### config.mk
export PLATFORM = sky130hd
export DESIGN_NAME = reaction_ctrl
export DESIGN_NICKNAME = d
export VERILOG_FILES = /design/src/rtl/reaction_ctrl.sv
export SDC_FILE = /design/constraint.sdc
export NUM_CORES = 1
export LEC_CHECK = 0
export BUFFER_PORTS_ARGS = -buffer_cell sky130_fd_sc_hd__clkbuf_2
export CORE_MARGIN = 2
export CORE_UTILIZATION = 38
export CTS_CLUSTER_SIZE = 20
export DETAILED_ROUTE_END_ITERATION = 12
export GPL_TIMING_DRIVEN = 0
export SETUP_SLACK_MARGIN = 0.2
export SYNTH_ARGS = -nofsm -noshare
export SYNTH_HDL_FRONTEND = slang
export SYNTH_SLANG_ARGS = --single-unit
### constraint.sdc
create_clock -name clk -period 5.74 [get_ports clk]
set_clock_uncertainty 0.05 [all_clocks]
set_input_delay 0.287 -clock clk [delete_from_list [all_inputs] [get_ports clk]]
set_output_delay 0.287 -clock clk [all_outputs]
set_load 0.02 [all_outputs]
### src/rtl/reaction_ctrl.sv
// reaction_ctrl: reaction-timer sequencer (random arming delay, go LED, ms count, capture strobe).
// Define REACTION_BEST_TIME_EN to keep a best-time register on best_ms; otherwise best_ms is 0.
module reaction_ctrl #(
    parameter int TICK_DIV = 50000,
    parameter int MAX_RT   = 9999
) (
    input  logic        clk,
    input  logic        reset,
    input  logic        ss,
    output logic        go,
    output logic        capture,
    output logic [13:0] rt_ms,
    output logic        cheat,
    output logic        timeout,
    output logic        busy,
    output logic [13:0] best_ms
);
    localparam int PW = $clog2(TICK_DIV);

    typedef enum logic [1:0] {IDLE, WAIT, GO, DONE} state_t;

    state_t        state, nstate;
    logic          ss_q, ss_edge, tick;
    logic          ld_wait, ld_go, stop, cheat_ev, tout_ev;
    logic [15:0]   lfsr;
    logic [11:0]   dly, delay_val;
    logic [PW-1:0] presc;
    logic [13:0]   rc;

    assign ss_edge   = ss & ~ss_q;
    assign tick      = presc == PW'(TICK_DIV - 1);
    assign delay_val = (lfsr[11:0] >= 12'd3000 ? lfsr[11:0] - 12'd3000 : lfsr[11:0]) + 12'd1;
    assign go        = state == GO;
    assign busy      = state == WAIT || state == GO;

    always_ff @(posedge clk)
        if (!reset) state <= IDLE;
        else        state <= nstate;

    always_comb begin
        nstate   = state;
        ld_wait  = 1'b0;
        ld_go    = 1'b0;
        stop     = 1'b0;
        cheat_ev = 1'b0;
        tout_ev  = 1'b0;
        case (state)
            IDLE: if (ss_edge) begin
                nstate  = WAIT;
                ld_wait = 1'b1;
            end
            WAIT: if (ss_edge) begin
                nstate   = DONE;
                cheat_ev = 1'b1;
            end else if (tick && dly == 12'd1) begin
                nstate = GO;
                ld_go  = 1'b1;
            end
            GO: if (ss_edge) begin
                nstate = DONE;
                stop   = 1'b1;
            end else if (tick && rc == 14'(MAX_RT - 1)) begin
                nstate  = DONE;
                tout_ev = 1'b1;
            end
            DONE: if (ss_edge) nstate = IDLE;
            default: nstate = IDLE;
        endcase
    end

    // ss_q follows ss even in reset so a button held across release is not a press
    always_ff @(posedge clk) begin
        ss_q <= ss;
        if (!reset) begin
            lfsr    <= 16'hACE1;
            presc   <= '0;
            dly     <= '0;
            rc      <= '0;
            rt_ms   <= '0;
            capture <= 1'b0;
            cheat   <= 1'b0;
            timeout <= 1'b0;
        end else begin
            lfsr    <= {lfsr[14:0], lfsr[15] ^ lfsr[13] ^ lfsr[12] ^ lfsr[10]};
            presc   <= (ld_wait || ld_go || tick) ? '0 : presc + 1'b1;
            capture <= stop;
            if (ld_wait)                   dly <= delay_val;
            else if (state == WAIT && tick) dly <= dly - 12'd1;
            if (ld_go)                                 rc <= '0;
            else if (state == GO && tick && !ss_edge)  rc <= rc + 14'd1;
            if (ld_wait) begin
                cheat   <= 1'b0;
                timeout <= 1'b0;
            end
            if (cheat_ev) begin
                cheat <= 1'b1;
                rt_ms <= '0;
            end
            if (stop) rt_ms <= rc;
            if (tout_ev) begin
                timeout <= 1'b1;
                rt_ms   <= 14'(MAX_RT);
            end
        end
    end

`ifdef REACTION_BEST_TIME_EN
    always_ff @(posedge clk)
        if (!reset)                          best_ms <= 14'h3FFF;
        else if (capture && rt_ms < best_ms) best_ms <= rt_ms;
`else
    assign best_ms = '0;
`endif

endmodule

==> results of run 1 <==
==> layer usage <==
layer  share of wire  wire [um]  track usage
met1            0.47       4280        0.210
met2            0.47       4270        0.274
met3           0.034        312       0.0380
met4           0.019        176       0.0522
met5               0          0            0
==> cell families (layout without fill, tap and decap cells) <==
| group | after synthesis | in the layout | synth area share |
|---|---|---|---|
| AND/OR/NAND/NOR | 187 | 187 | 0.252 |
| AO/OA/AOI/OAI | 90 | 90 | 0.159 |
| flip-flops | 78 | 78 | 0.376 |
| buffers and inverters | 57 | 95 | 0.0729 |
| XOR/XNOR | 44 | 44 | 0.0928 |
| adder cells (fa/ha/maj) | 13 | 13 | 0.0392 |
| multiplexers | 3 | 3 | 0.00753 |
| other | 1 | 14 | 0.000903 |
==> state kept, by name (all words and copies together), names as in the netlist, 2 cells and up <==
register  cells
lfsr         16
presc        16
rc           14
rt_ms        14
dly          12
state         2
==> what timing repair did <==
item,in CTS,in global routing
hold endpoints to repair,1,0
hold buffers,1,0
endpoints found under the setup margin,0,0
==> how the worst max path moves through the flow <==
stage	start	to	slack, ns	cells past startpoint
after floorplan	presc[4]	rt_ms[11]	3.58	6
after global placement	presc[4]	rc[4]	3.29	6
after detailed placement	lfsr[3]	dly[9]	3.25	7
after CTS	lfsr[3]	dly[9]	3.22	7
after global routing	rc[1]	state[1]	2.99	7
final	rc[1]	state[1]	3.21	7
==> through the flow <==
stage,setup WS [ns],power (mW),cell area [um2],util
floorplan,3.58,0.828,4200,-
global placement,3.29,0.885,4480,0.417
detailed placement,3.25,0.890,4480,0.417
CTS,3.22,1.32,4700,0.437
global route,2.99,1.39,4700,0.437
finish,3.21,1.31,4700,0.437
==> cell usage in the layout (no fill, tap or decap), types with 15 or more instances in the layout <==
| cell | Yosys | routed |
|---|---|---|
| a22oi_1 | 16 | 16 |
| dfxtp_1 | 78 | 78 |
| xnor2_1 | 24 | 24 |
| buf_4 | 15 | 15 |
| nand4_1 | 16 | 16 |
| xor2_1 | 20 | 20 |
| clkbuf_2 | 0 | 21 |
| nand3_1 | 19 | 19 |
| inv_1 | 17 | 17 |
| nor2_1 | 45 | 45 |
| nand2_1 | 31 | 31 |
==> worst max-delay path, cell delays in order (launching register included) <==
cell and delay [ns]:
dfxtp_1 0.43, ha_1 0.19, or4bb_1 0.47, nor4_1 0.53, nand2_1 0.12, a211oi_1 0.32
a21oi_1 0.16, mux2i_1 0.15
==> final cells by class <==
cell class / instances / area [um2] / area share
Multi-Input combinational cell: 351 / 2340 / 0.498
Timing Repair Buffer: 22 / 115 / 0.0245
Clock buffer: 10 / 138 / 0.0293
Clock inverter: 6 / 67.6 / 0.0144
Sequential cell: 78 / 1560 / 0.332
Buffer: 40 / 239 / 0.0509
Tap cell: 140 / 175 / 0.0373
Inverter: 17 / 63.8 / 0.0136
==> power by group through the flow <==
stage | Sequential [mW] | Combinational, mW | Clock [mW]
floorplan | 0.609 | 0.219 | 0
global placement | 0.613 | 0.272 | 0
detailed placement | 0.614 | 0.276 | 0
CTS | 0.602 | 0.278 | 0.443
global route | 0.608 | 0.315 | 0.464
finish | 0.602 | 0.279 | 0.429
==> results.md, run 1 <==
- Post-CTS Resized: 0
- Power Dens Cells: 279 mW/mm2
- Dpl hpwl: 6.72 mm
- Yosys warns: 0
- Unrepaired setup endpoints after global routing: false
- Worst slew margin: 0.489
- Fin Setup TNS: 0 ns
- Reg2reg setup slack: 3.21 ns
- Sw Pwr: 411 uW
- Placed Instances: 647
- WL per Instance: 13.6 um
- WP data required: 5.95 ns
- Overall routing resource usage: 0.164
- # fillers: 1,126
- CTS Buffer Depth: 2
- Sequential-to-total area share from yosys stat: 0.376
- Max-cap viol count: 0
- Worst r2r src: rc[1]
- Leak: around 1.9 nW
- DR pass1 iterations: 5
- Largest net degree at the start of global routing: 15
- Clock share of power: 0.328
- Die area: 0.0118 mm2
- Io pins: 36
- Top cell type's share of synthesized area: 0.376
- Initial Utilization: 0.387
- Layout cell share with drive strength beyond 1: 0.151
- IR drop worst, VDD: 0.116 mV
- FMAX: a little under 0.4 GHz
- Setup crit end kind: register
- Setup Crit Path Kind: reg2reg
- EDFF count, synth: 0
- Fin Hold WS: 0.155 ns
- Fin nets: 535
- Crit start category: register
- Final worst path period share: 0.441
- Hold depth: 2
- Reg2reg end: state[1]
- Final Setup Violations: 0
- Total clock buffers created by CTS: 9
- Worst-Margin Slew: around 0.75 ns
- Combinational share of power: 0.213
- CTS tree: done
- CP Data Arrival Time: between 2 and 3 ns
- Initial antenna violation count: 0
- Placeable Area: 0.0107 mm2
- Synth top cells by count: 78 x dfxtp_1, 45 x nor2_1, 31 x nand2_1
- Die X: 109 um
- Most used DFF post-synth: dfxtp_1
- Sw Share: 0.314
- Final hold vios: 0
- Via density: between 5 and 6
- Final slew viol count: 0
- Iteration-0 DRC Markers: about 190
- GR Overflow Total: 0
- Clk slew on worst S/H paths: 0.09 ns
- Port Buffers: 21
- Post-route ant nets: 0
- Post-Layout Cell Count: 664
- Syn Inst Count: 473
- Area leader, netlist: dfxtp_1
- Ys async rst share: 0
- Final wirelength: about 9 mm
- Pint: 898 uW
- Clk sinks: ~80
- Routability cong.: 0.860
- Synth-to-Final Area Change: 13.1%
- Syn Area/Cell: between 8 and 9 um2
- Rows: 38
- Fin crit period: 2.53 ns
- Hold path startpoint: reset
- Mapped Area: 0.00415 mm2
- Routed via count: 3,441
- HP Class: in2reg
- Synth area leaders: dfxtp_1 38%, xnor2_1 5.1%, xor2_1 4.2%, nor2_1 4.1%, ha_1 3.9%
- First-pass GRT wire length: 15.3 mm
- R2R depth: 7
- H-tree depth: 3
- Inserted Diodes: 0
- Outcome: completed
- Flop pwr share: 0.459
- Count leader, synth: dfxtp_1
- Setup Buffers After CTS: 0
- Hold path endpoint: lfsr[6]
- Post-synth cell types: 66
- Clock latency on the worst-skew pair: 0.37 ns
- Number of global-route vias before repair: 3,211
- Crit-path max FO: 6
- Clock Root Buffer: clkbuf_8
- Die height: 109 um
- DRC Markers: 0
- Synth Register Bits: between 70 and 80
No activity file was read; power rests on OpenSTA's default activity.
==> inputs of run 2 (changes only) <==
ABC_AREA = 1   (was unset)
clock period = 2.6 ns   (was 5.74 ns; I/O delays follow)
==> run 2 against run 1 <==
- clock power grew to 2.9 times the previous value
- combinational power grew to 2.8 times the previous value
- worst setup slack worse by 2.7 ns
- sequential power is 120% higher
- largest cell class unchanged
- highest routed layer unchanged
==> results.md, run 2 <==
- GR Overflow Total: 0 (unchanged)
- Cell Chain, Critical Path: inv_1 -> ha_1 -> inv_1 -> nor2_2 -> nand4_4 -> inv_2 -> nand2_2 -> nor2_4 -> nand3_2 -> nor2_1 -> nand2_1 -> nand3_1 -> inv_1 (was ha_1 -> or4bb_1 -> nor4_1 -> nand2_1 -> a211oi_1 -> a21oi_1 -> mux2i_1)
- Initial antenna violation count: 0 (unchanged)
- Clock share of power: 0.370 (was 0.328)
- Setup Crit Path Kind: reg2reg (unchanged)
- Most frequent cells in the layout: 138 x nand2_1, 94 x inv_1, 78 x dfxtp_1 (was 78 x dfxtp_1, 45 x nor2_1, 31 x nand2_1)
- Syn Inst Count: 622 (was 473)
- Clock Root Buffer: clkbuf_16 (was clkbuf_8)
- H-tree depth: 3 (unchanged)
- Post-synth cell types: 42 (was 66)
- Worst slew margin: 0.560 (was 0.489)
- Layout cell share with drive strength beyond 1: 0.150 (was 0.151)
- Worst path buffer plus inverter count: 4 (was 0)
- Final Setup Violations: 0 (unchanged)
- Routability cong.: 0.846 (was 0.860)
- Largest regs: lfsr x16, presc x16 (unchanged)
- WP data required: 2.79 ns (was 5.95 ns)
- Utilization after layout: 0.443 (was 0.437)
- Yosys warns: 0 (unchanged)
- DR pass1 iterations: 5 (unchanged)
- Max-cap viol count: 0 (unchanged)
- Fin nets: 684 (was 535)
- Syn Area/Cell: 7.01 um2 (was 8.78 um2)
- Final hold vios: 0 (unchanged)
- Critical path's top delay family: simple AND/OR/NAND/NOR gates (unchanged)
- EDFF count, synth: 0 (unchanged)
- Power Dens Cells: 672 mW/mm2 (was 279 mW/mm2)
- Synth area leaders: dfxtp_1 36%, nand2_1 12%, inv_1 8.1%, a21oi_1 4.8%, xor2_1 4.0% (was dfxtp_1 38%, xnor2_1 5.1%, xor2_1 4.2%, nor2_1 4.1%, ha_1 3.9%)
- Port Buffers: 21 (unchanged)
- Fin Setup TNS: 0 ns (unchanged)
- Via density: 4.75 (was 5.18)
- Sw Pwr: 1.09 mW (was 411 uW)
- Most used cell, CP: inv_1
- Ys async rst share: 0 (unchanged)
- Sw Share: 0.323 (was 0.314)
- WL per Instance: 11.7 um (was 13.6 um)
- Post-route ant nets: 0 (unchanged)
- First-pass GRT wire length: 16.6 mm (was 15.3 mm)
- Tot Pwr: 3.37 mW (was 1.31 mW)
- Combinational share of power: 0.233 (was 0.213)
- Setup crit end kind: register (unchanged)
- CP max-delay cell: dfxtp_1 (was nor4_1)
- Crit-path max FO: 6 (unchanged)
- CP Data Arrival Time: 2.32 ns (was 2.74 ns)
- Synth Register Bits: 78 (unchanged)
- Leak: 2.28 nW (was 1.89 nW)
- Most used DFF post-synth: dfxtp_1 (unchanged)
- Number of global-route vias before repair: 3,706 (was 3,211)
- Final slew viol count: 0 (unchanged)
- Count leader, synth: nand2_1 (was dfxtp_1)
- Unrepaired setup endpoints after global routing: false (unchanged)
- Final worst path period share: 0.821 (was 0.441)
- CTS Buffer Depth: 2 (unchanged)
- Die X: 111 um (was 109 um)
- Placeable Area: 0.0113 mm2 (was 0.0107 mm2)
- Max stage delay on crit path: 0.35 ns (was 0.53 ns)
- CTS tree: done (unchanged)
- Final wirelength: 9.51 mm (was 9.05 mm)
- # fillers: 1,154 (was 1,126)
- Setup Buffers After CTS: 0 (unchanged)
- Initial Utilization: 0.385 (was 0.387)
- DRC Markers: 0 (unchanged)
- Overall routing resource usage: 0.163 (was 0.164)
- Pint: 2.28 mW (was 898 uW)
- Register area: 0.00156 mm2 (unchanged)
- Dpl hpwl: 7.31 mm (was 6.72 mm)
- Worst-Margin Slew: 0.654 ns (was 0.754 ns)
- Routed via count: 3,879 (was 3,441)
- Io pins: 36 (unchanged)
- Post-Layout Cell Count: 816 (was 664)
- Synth-to-Final Area Change: 14.9% (was 13.1%)
- Clk slew on worst S/H paths: 0.06 ns (was 0.09 ns)
- Outcome: completed (unchanged)
- Flop pwr share: 0.397 (was 0.459)
- Sequential-to-total area share from yosys stat: 0.358 (was 0.376)
- Rows: 39 (was 38)
- Largest net degree at the start of global routing: 14 (was 15)
- Multi-input gate area: 0.00232 mm2 (was 0.00234 mm2)
- Die area: 0.0123 mm2 (was 0.0118 mm2)
- Placed Instances: 799 (was 647)
- HP Class: in2reg (unchanged)
- Fin crit period: 2.13 ns (was 2.53 ns)
- IR drop worst, VDD: 0.381 mV (was 0.116 mV)
- FMAX: 0.469 GHz (was 0.395 GHz)
- Clock latency on the worst-skew pair: 0.34 ns (was 0.37 ns)
- Synth top cells by count: 138 x nand2_1, 94 x inv_1, 78 x dfxtp_1 (was 78 x dfxtp_1, 45 x nor2_1, 31 x nand2_1)
- Die height: 111 um (was 109 um)
- Clk sinks: 78 (unchanged)
- Commonest non-fill, non-tap cell in the layout: nand2_1 (was dfxtp_1)
- Mapped Area: 0.00436 mm2 (was 0.00415 mm2)
- Area leader, netlist: dfxtp_1 (unchanged)
- Top cell type's share of synthesized area: 0.358 (was 0.376)
- Total clock buffers created by CTS: 9 (unchanged)
- Crit start category: register (unchanged)
- Inserted Diodes: 0 (unchanged)
- Iteration-0 DRC Markers: 177 (was 192)
-- run 2: cell types whose count changed in the layout (fill, tap and decap cells not counted), sizes merged, moves of 10 or more --
cell,change
nor3,+18
inv,+83
a21oi,+34
xnor2,-19
a22oi,-16
and3,-12
and2,-13
a21boi,-10
nand2,+118
nand3,+14
-- run 2: worst min-delay path, cell delays in order --
cell and delay [ns]:
clkbuf_2 0.17, o21ai_0 0.10, inv_1 0.04, nand2_1 0.05, inv_1 0.03
-- run 2: area by class of cell --
class / instances / share of cell area
Sequential cell: 78 / 0.312
Clock buffer: 11 / 0.0464
Buffer: 26 / 0.0325
Timing Repair Buffer: 22 / 0.0230
Tap cell: 143 / 0.0357
Clock inverter: 5 / 0.0117
Inverter: 101 / 0.0757
Multi-Input combinational cell: 430 / 0.463
-- run 2: worst paths after layout --
path,cells after the start,slack [ns],startpoint,endpoint
worst min register to register,1,0.37,lfsr[14],lfsr[15]
worst max-delay path,13,0.47,state[0],rc[11]
worst max register to register,13,0.47,state[0],rc[11]
worst min-delay path,5,0.18,reset,dly[8]
-- run 2: stage by stage --
stage | hold slack [ns] | setup WS [ns] | area [um2]
finish | 0.178 | 0.467 | 5010
global route | 0.226 | 0.232 | 5010
CTS | 0.182 | 0.345 | 4990
detailed placement | 0.215 | 0.374 | 4690
global placement | 0.218 | 0.371 | 4690
floorplan | 0.108 | 0.581 | 4410
-- run 2: kinds of logic (layout without fill, tap and decap cells) --
logic type,count (synthesis),in the layout,share of synthesized area
compound gates,78,78,0.0981
other cells,1,14,0.000860
simple gates,300,300,0.331
flops,78,78,0.358
fa+ha+maj,13,13,0.0373
buf+inv,127,165,0.124
xor+xnor,25,25,0.0502
-- run 2: timing repair --
action                                  in CTS  in global routing
endpoints found under the setup margin       0                  9
hold endpoints to repair                     1                  0
gates resized for setup                      0                  3
hold buffers                                 1                  0
-- run 2: layer usage --
metal  global-route usage  vias up  part of all wire
met5                    0        -                 0
met4               0.0782        0             0.026
met3               0.0279       20             0.037
met2                0.256       80              0.44
met1                0.217     1723              0.50
li1                     -     2056                 -
-- run 2: power groups by stage --
stage | logic [mW] | clock network (mW) | registers [mW]
after detailed placement | 0.774 | 0 | 1.36
after global placement | 0.756 | 0 | 1.36
after CTS | 0.780 | 1.27 | 1.34
after floorplan | 0.608 | 0 | 1.35
after global routing | 0.883 | 1.33 | 1.35
final | 0.784 | 1.25 | 1.34
==> inputs of run 3 (changes only) <==
clock period = 1.7 ns   (was 2.6 ns; I/O delays follow)
==> run 3 against run 2 <==
- the run now ends with negative setup slack left
- global-route usage increased by 1.1 points
- count of clock-buffer cells in the layout unchanged
- non-clock buffer count increased by 51
==> results.md, run 3 (same netlist as run 2, synthesis figures left out) <==
- Commonest non-fill, non-tap cell in the layout: nand2_1 (unchanged)
- Fin Hold WS: 0.213 ns (was 0.178 ns)
- FMAX: 0.534 GHz (was 0.469 GHz)
- Largest net degree at the start of global routing: 14 (unchanged)
- Initial Utilization: 0.385 (unchanged)
- Power Dens Cells: 885 mW/mm2 (was 672 mW/mm2)
- Leak: 2.85 nW (was 2.28 nW)
- Final wirelength: 11.5 mm (was 9.51 mm)
- Inserted Diodes: 0 (unchanged)
- Fin crit period: 1.87 ns (was 2.13 ns)
- IR drop worst, VDD: 0.644 mV (was 0.381 mV)
- Largest regs: lfsr x16, presc x16 (unchanged)
- Max-cap viol count: 0 (unchanged)
- Final slew viol count: 0 (unchanged)
- CTS tree: done (unchanged)
- Clock Root Buffer: clkbuf_16 (unchanged)
- Final hold vios: 0 (unchanged)
- Via density: 4.84 (was 4.75)
- Unrepaired setup endpoints after global routing: true (was false)
- WP data required: 1.90 ns (was 2.79 ns)
- Most frequent cells in the layout: 111 x nand2_1, 80 x inv_1, 57 x dfxtp_1 (was 138 x nand2_1, 94 x inv_1, 78 x dfxtp_1)
- Routed via count: 4,197 (was 3,879)
- Final worst path period share: 1.10 (was 0.821)
- Rows: 39 (unchanged)
- Setup Crit Path Kind: reg2reg (unchanged)
- DRC Markers: 0 (unchanged)
- Final Setup Violations: 46 (was 0)
- Die area: 0.0123 mm2 (unchanged)
- DR pass1 iterations: 6 (was 5)
- GR Overflow Total: 0 (unchanged)
- Crit-path max FO: 4 (was 6)
- Die height: 111 um (unchanged)
- Number of global-route vias before repair: 3,930 (was 3,706)
- Clock latency on the worst-skew pair: 0.33 ns (was 0.34 ns)
- Dpl hpwl: 7.32 mm (was 7.31 mm)
- Max stage delay on crit path: 0.35 ns (about the same)
- WL per Instance: 13.3 um (was 11.7 um)
- HP Class: in2reg (unchanged)
- Worst slew margin: 0.489 (was 0.560)
- Synth-to-Final Area Change: 42.7% (was 14.9%)
- Outcome: complete, but fails checks (was completed)
- Initial antenna violation count: 0 (unchanged)
- CP max-delay cell: dfxtp_2 (was dfxtp_1)
- Crit start category: register (unchanged)
- Final setup margin: -0.174 ns (was 0.467 ns)
- Utilization after layout: 0.550 (was 0.443)
- CTS Buffer Depth: 2 (unchanged)
- Tot Pwr: 5.51 mW (was 3.37 mW)
- Placeable Area: 0.0113 mm2 (unchanged)
- CP Data Arrival Time: 2.07 ns (was 2.32 ns)
- Clk slew on worst S/H paths: 0.06 ns (about the same)
- Most used cell, CP: nand2_4 (was inv_1)
- H-tree depth: 3 (unchanged)
- Clk sinks: 78 (unchanged)
- Setup crit end kind: register (unchanged)
- Worst-Margin Slew: 0.767 ns (was 0.654 ns)
- Failing checks: negative setup slack
- Die X: 111 um (unchanged)
- Fin nets: 735 (was 684)
- Port Buffers: 21 (unchanged)
- First-pass GRT wire length: 17.9 mm (was 16.6 mm)
- Total clock buffers created by CTS: 9 (unchanged)
- Cell Chain, Critical Path: ha_4 -> nand2_2 -> inv_2 -> nand2_4 -> buf_4 -> nor3_4 -> nand2_4 -> nor4_4 -> nand2_1 -> a221oi_2 (was inv_1 -> ha_1 -> inv_1 -> nor2_2 -> nand4_4 -> inv_2 -> nand2_2 -> nor2_4 -> nand3_2 -> nor2_1 -> nand2_1 -> nand3_1 -> inv_1)
- Layout cell share with drive strength beyond 1: 0.403 (was 0.150)
- Post-route ant nets: 0 (unchanged)
- Routability cong.: 0.848 (was 0.846)
- Io pins: 36 (unchanged)
- Iteration-0 DRC Markers: 262 (was 177)
- Overall routing resource usage: 0.174 (was 0.163)
-- run 3: changes by cell type in the layout (fill, tap and decap cells not counted), sizes merged --
cell	change
inv	-1
clkbuf	-2
buf	+53
bufinv	-1
clkinv	+2
-- run 3: final timing paths --
kind | depth (start not counted) | slack [ns] | to | startpoint
worst max-delay path | 10 | -0.17 | presc[14] | presc[0]
worst max register to register | 10 | -0.17 | presc[14] | presc[0]
worst min-delay path | 5 | 0.21 | dly[4] | reset
worst min register to register | 1 | 0.37 | lfsr[15] | lfsr[14]
-- run 3: area by class of cell --
cell class	instances	area (um2)
inverters	101	397
clock inverters	5	33.8
fillers	1011	5100
clock buffers	11	253
flip-flops and latches	78	1610
plain buffers	26	209
well taps	143	179
repair buffers	73	566
multi-input cells	430	2970
-- run 3: per-stage QoR --
| stage | instances | setup WS [ns] | TNS [ns] | area, um2 |
|---|---|---|---|---|
| 2_1_floorplan | 635 | -0.0346 | -0.0552 | 4510 |
| 3_3_place_gp | 799 | -0.280 | -6.37 | 4790 |
| 3_5_place_dp | 799 | -0.307 | -7.20 | 4790 |
| 4_1_cts | 851 | -0.172 | -2.35 | 5690 |
| 5_1_grt | 867 | -0.268 | -8.31 | 6220 |
| 6_report | 867 | -0.174 | -3.48 | 6220 |
-- run 3: routing by layer --
layer	GRT usage	vias up	share of wire
li1	-	2168	-
met3	0.0317	17	0.027
met1	0.221	1946	0.45
met5	0	-	0
met4	0.0519	0	0.016
met2	0.300	66	0.51
-- run 3: power by group --
part           switching [mW]  internal [mW]
Combinational           0.978          0.627
Clock                   0.758           1.07
Sequential              0.135           1.94
Total                    1.87           3.63
-- run 3: critical path: cells and delay by family (launching register included) --
kind | cells | cell delay, ns
simple gates | 6 | 0.81
flops | 1 | 0.35
fa+ha+maj | 1 | 0.14
compound gates | 1 | 0.21
buf+inv | 2 | 0.22
-- run 3: repair_timing --
item	4_1_cts	5_1_grt
endpoints found under the setup margin	58	61
setup buffers	32	16
hold buffers	1	0
resized for setup	98	114
endpoints found under the hold margin	1	0
gates cloned	3	0
pin swaps	31	42
